`config.mk`:
```
export PLATFORM = sky130hd
export DESIGN_NAME = rr_grant_ctrl8
export DESIGN_NICKNAME = d
export VERILOG_FILES = /design/src/rtl/rr_grant_ctrl8.sv
export SDC_FILE = /design/constraint.sdc
export NUM_CORES = 1
export LEC_CHECK = 0
export ABC_AREA = 0
export BUFFER_PORTS_ARGS = -buffer_cell sky130_fd_sc_hd__buf_2
export CORE_MARGIN = 2
export CORE_UTILIZATION = 48
export CTS_BUF_LIST = sky130_fd_sc_hd__clkbuf_4 sky130_fd_sc_hd__clkbuf_8
export DETAILED_ROUTE_END_ITERATION = 6
export PLACE_DENSITY = 0.7
export SLEW_MARGIN = 20
export SYNTH_ARGS = -nofsm -noshare
export SYNTH_HDL_FRONTEND = slang
export SYNTH_SLANG_ARGS = --single-unit
```
`constraint.sdc`:
```
create_clock -name clk -period 3.8 [get_ports clk]
set_input_delay 0.38 -clock clk [delete_from_list [all_inputs] [get_ports clk]]
set_output_delay 0.38 -clock clk [all_outputs]
set_load 0.05 [all_outputs]
```
`src/rtl/rr_grant_ctrl8.sv`:
```
// rr_grant_ctrl8: 8-way round-robin arbiter with grant hold timeout.
// Ports: clk, rst (sync, active-high), req[7:0] in; gnt[7:0], gnt_idx[2:0], gnt_valid, preempt out.
module rr_grant_ctrl8 #(
  parameter int MAX_HOLD = 16
) (
  input  logic       clk,
  input  logic       rst,
  input  logic [7:0] req,
  output logic [7:0] gnt,
  output logic [2:0] gnt_idx,
  output logic       gnt_valid,
  output logic       preempt
);

  typedef enum logic {IDLE, GRANT} state_e;

  localparam logic [7:0] MH = 8'(MAX_HOLD);

  state_e     state_q, state_d;
  logic [2:0] ptr_q, ptr_d;
  logic [2:0] idx_q, idx_d;
  logic [7:0] hcnt_q, hcnt_d;
  logic       pre_q, pre_d;

  logic [3:0] a_req, a_rel, a_to;
  logic [2:0] nxt;

  // Returns {found, index}; search starts at p and wraps mod 8.
  // Walks the order backwards so the earliest hit is written last.
  function automatic logic [3:0] arb(input logic [7:0] r,
                                     input logic [2:0] p);
    logic [3:0] res;
    logic [2:0] j;
    res = '0;
    for (int k = 7; k >= 0; k--) begin
      j = p + 3'(k);
      if (r[j]) res = {1'b1, j};
    end
    return res;
  endfunction

  assign nxt   = idx_q + 3'd1;
  assign a_req = arb(req, ptr_q);
  assign a_rel = arb(req, nxt);
  // Timeout search excludes the current holder.
  assign a_to  = arb(req & ~(8'h01 << idx_q), nxt);

  always_comb begin
    state_d = state_q;
    ptr_d   = ptr_q;
    idx_d   = idx_q;
    hcnt_d  = hcnt_q;
    pre_d   = 1'b0;
    case (state_q)
      IDLE: begin
        if (a_req[3]) begin
          state_d = GRANT;
          idx_d   = a_req[2:0];
          hcnt_d  = 8'd1;
        end
      end
      GRANT: begin
        if (!req[idx_q]) begin
          ptr_d = nxt;
          if (a_rel[3]) begin
            idx_d  = a_rel[2:0];
            hcnt_d = 8'd1;
          end else begin
            state_d = IDLE;
            hcnt_d  = 8'd0;
          end
        end else if (MAX_HOLD != 0 && hcnt_q == MH) begin
          ptr_d  = nxt;
          hcnt_d = 8'd1;
          // Lone requester is simply re-granted without a pulse.
          if (a_to[3]) begin
            idx_d = a_to[2:0];
            pre_d = 1'b1;
          end
        end else if (hcnt_q != 8'hFF) begin
          hcnt_d = hcnt_q + 8'd1;
        end
      end
      default: state_d = IDLE;
    endcase
  end

  always_ff @(posedge clk) begin
    if (rst) begin
      state_q <= IDLE;
      ptr_q   <= '0;
      idx_q   <= '0;
      hcnt_q  <= '0;
      pre_q   <= 1'b0;
    end else begin
      state_q <= state_d;
      ptr_q   <= ptr_d;
      idx_q   <= idx_d;
      hcnt_q  <= hcnt_d;
      pre_q   <= pre_d;
    end
  end

  assign gnt_valid = (state_q == GRANT);
  assign gnt_idx   = idx_q;
  assign preempt   = pre_q;

  // 3-to-8 decoder with enable.
  always_comb begin
    gnt = '0;
    if (gnt_valid) gnt[idx_q] = 1'b1;
  end

endmodule
```
[Word-level counts from Yosys, hierarchy flattened]
Cells that the tools add are included.
Word-level totals
  bits in registers: 16
  input port bits: 10
  output and inout bits: 13
  logic and storage cells: 154
Operators by class
  $add $sub $neg: 16
  order comparisons: 18
  equal/unequal tests: 8
  shift-type cells: 1
  multiplexer cells: 96
  bitwise logic cells: 5
  reductions and logical operators: 5
Operator list (count)
  4-bit two-way mux: 24
  1-bit binary-select mux with 3-bit select: 25
  3-bit by 4-bit < comparator with 1-bit output (second input constant): 17
  8-bit two-way mux: 5
  1-bit two-way mux: 31
  3-bit adder (second input constant): 8
  3-bit two-way mux: 7
  8-bit one-hot mux with 2 select lines: 1
  3-bit by 2-bit adder with 3-bit output (second input constant): 4
  3-bit by 1-bit adder with 3-bit output (second input constant): 3
  8-bit by 1-bit adder with 8-bit output (second input constant): 1
  8-bit AND: 1
  8-bit by 5-bit equality test with 1-bit output (second input constant): 1
  8-bit inequality test (second input constant): 1
  8-bit NOT: 1
  1-bit by 3-bit << shifter with 8-bit output (first input constant): 1
  3-bit one-hot mux with 2 select lines: 1
  4-bit by 2-bit inequality test with 1-bit output (second input constant): 1
  2-bit AND reduction: 2
  4-bit AND reduction: 1
  4-bit OR reduction: 1
  1-bit demux with 3-bit select: 1
  3-bit by 1-bit greater-or-equal comparator with 1-bit output (second input constant): 1
  3-bit by 1-bit inequality test with 1-bit output (second input constant): 1
  other kinds (7): 9

[Logic depth before layout (Yosys ltp)]
  depth after elaboration: 17
  mapped depth: 16
  mapped depth without buffers: 10

[Least setup slack after synthesis]
Ideal clock, no wire load.
  path type: register -> register
  from: reg idx_q[0] (netlist: gnt_idx[0])
  to: reg idx_q[1] (netlist: gnt_idx[1])
  library setup time: 0.122 ns
  arrival time: 3.742 ns
  data required time: 3.678 ns
  slack: -0.064 ns
  cell stages (with the launch flop): 14
  buffers on the path: 4
  period minus slack after synthesis: 3.864 ns
  cells stage by stage: dfxtp_1 -> buf_6 -> buf_8 -> inv_1 -> buf_2 -> ha_1 -> buf_2 -> xnor2_1 -> mux4_1 -> o2bb2ai_1 -> a311oi_1 -> a311oi_2 -> o21ai_1 -> a221o_1
On the way
  elaborated cells between the ends (all ways): 70
  classes of those cells: add/sub: 8; eq/ne: 3; shift: 1; mux: 55; bitwise: 2; reduce/logical: 1
RTL lines
  start: declaration: line 21  | logic [2:0] idx_q, idx_d;
  start signal: assignment: line 98  | idx_q <= idx_d;
  3-bit by 1-bit adder with 3-bit output (*): line 42  | assign nxt = idx_q + 3'd1;
  net nxt[0]: line 26  | logic [2:0] nxt;
  3-bit adder: line 36  | j = p + 3'(k);
  1-bit binary-select mux with 3-bit select: line 37  | if (r[j]) res = {1'b1, j};
  1-bit two-way mux (implied by the code): line 37
  4-bit two-way mux (8 in series): line 37
  3-bit two-way mux: line 76  | if (a_to[3]) begin
  3-bit two-way mux: line 72  | end else if (MAX_HOLD != 0 && hcnt_q == MH) begin
  3-bit two-way mux: line 63  | if (!req[idx_q]) begin
  3-bit one-hot mux with 2 select lines: line 54  | case (state_q)
The timed path passes the listed nets; every way through them passes the cells marked *. The select of a mux whose other input is x is not followed.
A chain may end at the register's enable or synchronous reset.

[Final worst setup path]
  from: reg idx_q[1] (netlist: gnt_idx[1])
  to: reg idx_q[1] (netlist: gnt_idx[1])
On the way
  cells in the longest elaborated chain, start to end: 17
  elaborated cells between the ends (all ways): 70
  classes of those cells: add/sub: 8; eq/ne: 3; shift: 1; mux: 55; bitwise: 2; reduce/logical: 1
RTL lines
  parallel branches: the longest is 17 deep, another holds 3-bit by 1-bit adder with 3-bit output
Parallel ways; which one is timed is not known. The select of a mux whose other input is x is not followed.

==> run summary <==
The remaining antenna violation count after routing is 0. The overall power is ~3600 uW. The cell type contributing the most total cell area after synthesis is mux4_2. For this design, the sink count on the clock tree is 16. For this run, global-route usage on met1 was measured as between 30% and 40%. For this run, the leading register cell type out of synthesis is dfxtp_1. The insertion delay of the later-clocked pin in the worst-skew pair is ~0.25 ns. The minimum clock period came out at around 3.6 ns. The number of synthesis warnings is 0. The iteration count of the initial detailed-routing pass is 5. The maximum number of pins on one net before global-route repair came out at 34. The first global-routing pass estimated slightly below 20 mm of wire. In this run the most used layer during global routing was met2. The arrival time at the worst endpoint is between 3 and 4 ns. Summed over all cells, the static leakage comes to around 0.0015 uW. Of all nets on the critical path, the largest fanout is 15.

STA classifies the critical path endpoint as a flip-flop. The total count of max-transition violations in the final report is 0. The weighted congestion reported at the end of routability-driven placement is ~0.96.

The average instance area after synthesis came out at between 7 and 8 um2. The area growth from synthesis to layout is 4.76%. The core region is ~0.0078 mm2. Setup repair after global routing left no endpoint under its margin. The most repeated cell in the gate-level netlist after synthesis is nor2_1.

The DRC violation count after routing came out at 0. The floorplan row count came out at 32. The die boundary width came out at 94.1 um. The buffer count from post-CTS setup fixing is 0. The total of flip-flops plus latches after synthesis is 16.

The DRC violation total after the first TritonRoute iteration came out at 480. The fraction of post-synthesis cell area in the top cell type by area is between 15 and 20%. The synthesized instance count came out at between 400 and 500. The type of the tightest min-delay check is in -> reg. The die height is between 90 and 100 um. TritonCTS built the clock tree.

The antenna diode instance count is 0. Buffers inserted during clock tree synthesis total 3. The detail-routed net length per standard cell came out at 20.4 um. The post-CTS resize count is 0. By area the synthesized netlist is led by mux4_2, dfxtp_1, nor2_1. The final layout contains a little over 500 nets. The final critical path takes up just over 90% of the cycle. The number of enable-type register cells in the synthesized netlist came out at 0. The tree is rooted in a clkbuf_8. The portion of the post-synthesis area used by sequential elements came out at between 8 and 9%. The worst setup path is launched from a flip-flop. In this run the tool buffered the top-level ports with 22 buffer cells. The number of vias per cell came out at approximately 7. Max-cap violations in this run came to 0. Cells with a size suffix above 1 make up about a fifth of the layout. Across all register-to-register paths, the minimum setup slack is approximately 0.25 ns.

The critical path required time is just under 4 ns. The netlist area before placement came out at between 0.003 and 0.004 mm2. The CTS H-tree depth is 1.

The HPWL after detailed placement came out at a little over 8 mm. After routing, the total negative slack on setup checks comes to 0 ns. The flow ran to the end, and the final reports show no timing, DRC or antenna violations.

The maximum root-to-sink buffer count came out at 2. Clock-pin slew was measured on the worst setup and hold paths at around 0.070 ns. The die covers ~0.0088 mm2. The global router's overall resource usage is between 20% and 30%. The total vias in the final route came out at 4,101. The timing-limited maximum frequency is ~0.28 GHz. The number of different library cells in the post-synthesis netlist is 74.

The number of global-route vias before repair was between 3,000 and 4,000. The total overflow reported by the global router came out at 0. The net count of the mapped netlist is approximately 520. The measured slew at the worst slew-check pin is 0.961 ns.

Final hold analysis gives a worst-case slack of 0.441 ns. The number of I/O pins is 23. Across the VDD grid, the largest voltage drop is between 0.6 and 0.7 mV. By count the netlist is led by nor2_1, nand2_1, a21oi_1.

After synthesis, the share of flip-flops with an asynchronous set or reset is 0%. The global routing met2 resource utilization is between 40 and 50%. The ratio of total power to cell area came out at 876 mW/mm2. The hold violation count in the final report came out at 0. The classification of the worst setup path is reg -> reg. Global routing used approximately 4.4% of the available met3 tracks.

The number of setup violations in the final report is 0. The worst-case clock skew came out at roughly 0.0028 ns. Wires add up to 12.0 mm. The starting density of the core is 49.9%.

The headroom to the max-slew limit is between 30% and 40%. The number of antenna violations at the first check in global routing is 0. The number of hold buffers added after cts is 0.
## worst max-delay path, cell delays in order, from the launching register on
cell      delay [ns]
dfxtp_1         0.31
buf_4           0.17
ha_1            0.21
ha_1            0.63
xor2_1          0.58
mux4_2          0.49
nor4_2          0.23
a311oi_1        0.10
a311oi_2        0.22
o21ai_1         0.16
a221o_1         0.34
## placed cells by master (no fill, tap or decap), drive strengths merged, types with 9 or more instances in the layout
master and count:
nor2 64, nand2 41, buf 39, mux4 37, a21oi 33, o21ai 33
inv 22, mux2i 18, dfxtp 16, mux2 13, ha 12, nor3 9
xor2 9
## worst paths after layout
path,from,end,depth (start not counted)
max reg2reg,gnt_idx[1],gnt_idx[1],10
max,gnt_idx[1],gnt_idx[1],10
min,rst,ptr_q[1],2
min reg2reg,hcnt_q[4],hcnt_q[4],2
## cell type report
type	instances	area [um2]
fillers	755	3730
repair buffers	39	238
clock buffers	4	55.1
well taps	102	128
inverters	24	90.1
multi-input cells	404	3250
flip-flops and latches	16	322
## sequential cells by signal, summed over array words and instances, names as in the netlist
register   flops
ptr_q          3
gnt_valid      1
gnt_idx        3
hcnt_q         8
preempt        1
## per-stage QoR
stage	setup slack (ns)	util (%)	cells	instance area (um2)
after floorplan	0.110	-	494	3900
after global placement	0.375	51.5	585	4020
after detailed placement	0.347	51.5	585	4020
after CTS	0.297	52.2	589	4080
after global routing	0.0847	52.2	589	4080
final	0.246	52.2	589	4080
## logic make-up (layout without fill, tap and decap cells)
group | after synthesis | in the layout | share of synthesized area, %
fa+ha+maj | 12 | 12 | 3.86
mux | 68 | 68 | 30.4
xor+xnor | 13 | 13 | 3.12
flops | 16 | 16 | 8.23
compound gates | 147 | 147 | 26.0
simple gates | 164 | 164 | 19.8
buf+inv | 74 | 67 | 8.58
## where the power goes
group          switching [uW]  internal (uW)
logic                    1900           1300
registers                25.2            195
clock network            61.7           92.0
## per-layer routing
metal	wire [um]	vias up
met4	201	0
met5	0	-
met1	4970	1958
met2	5620	260
li1	-	1857
met3	1200	26
Power figures use the tool's default switching activity.
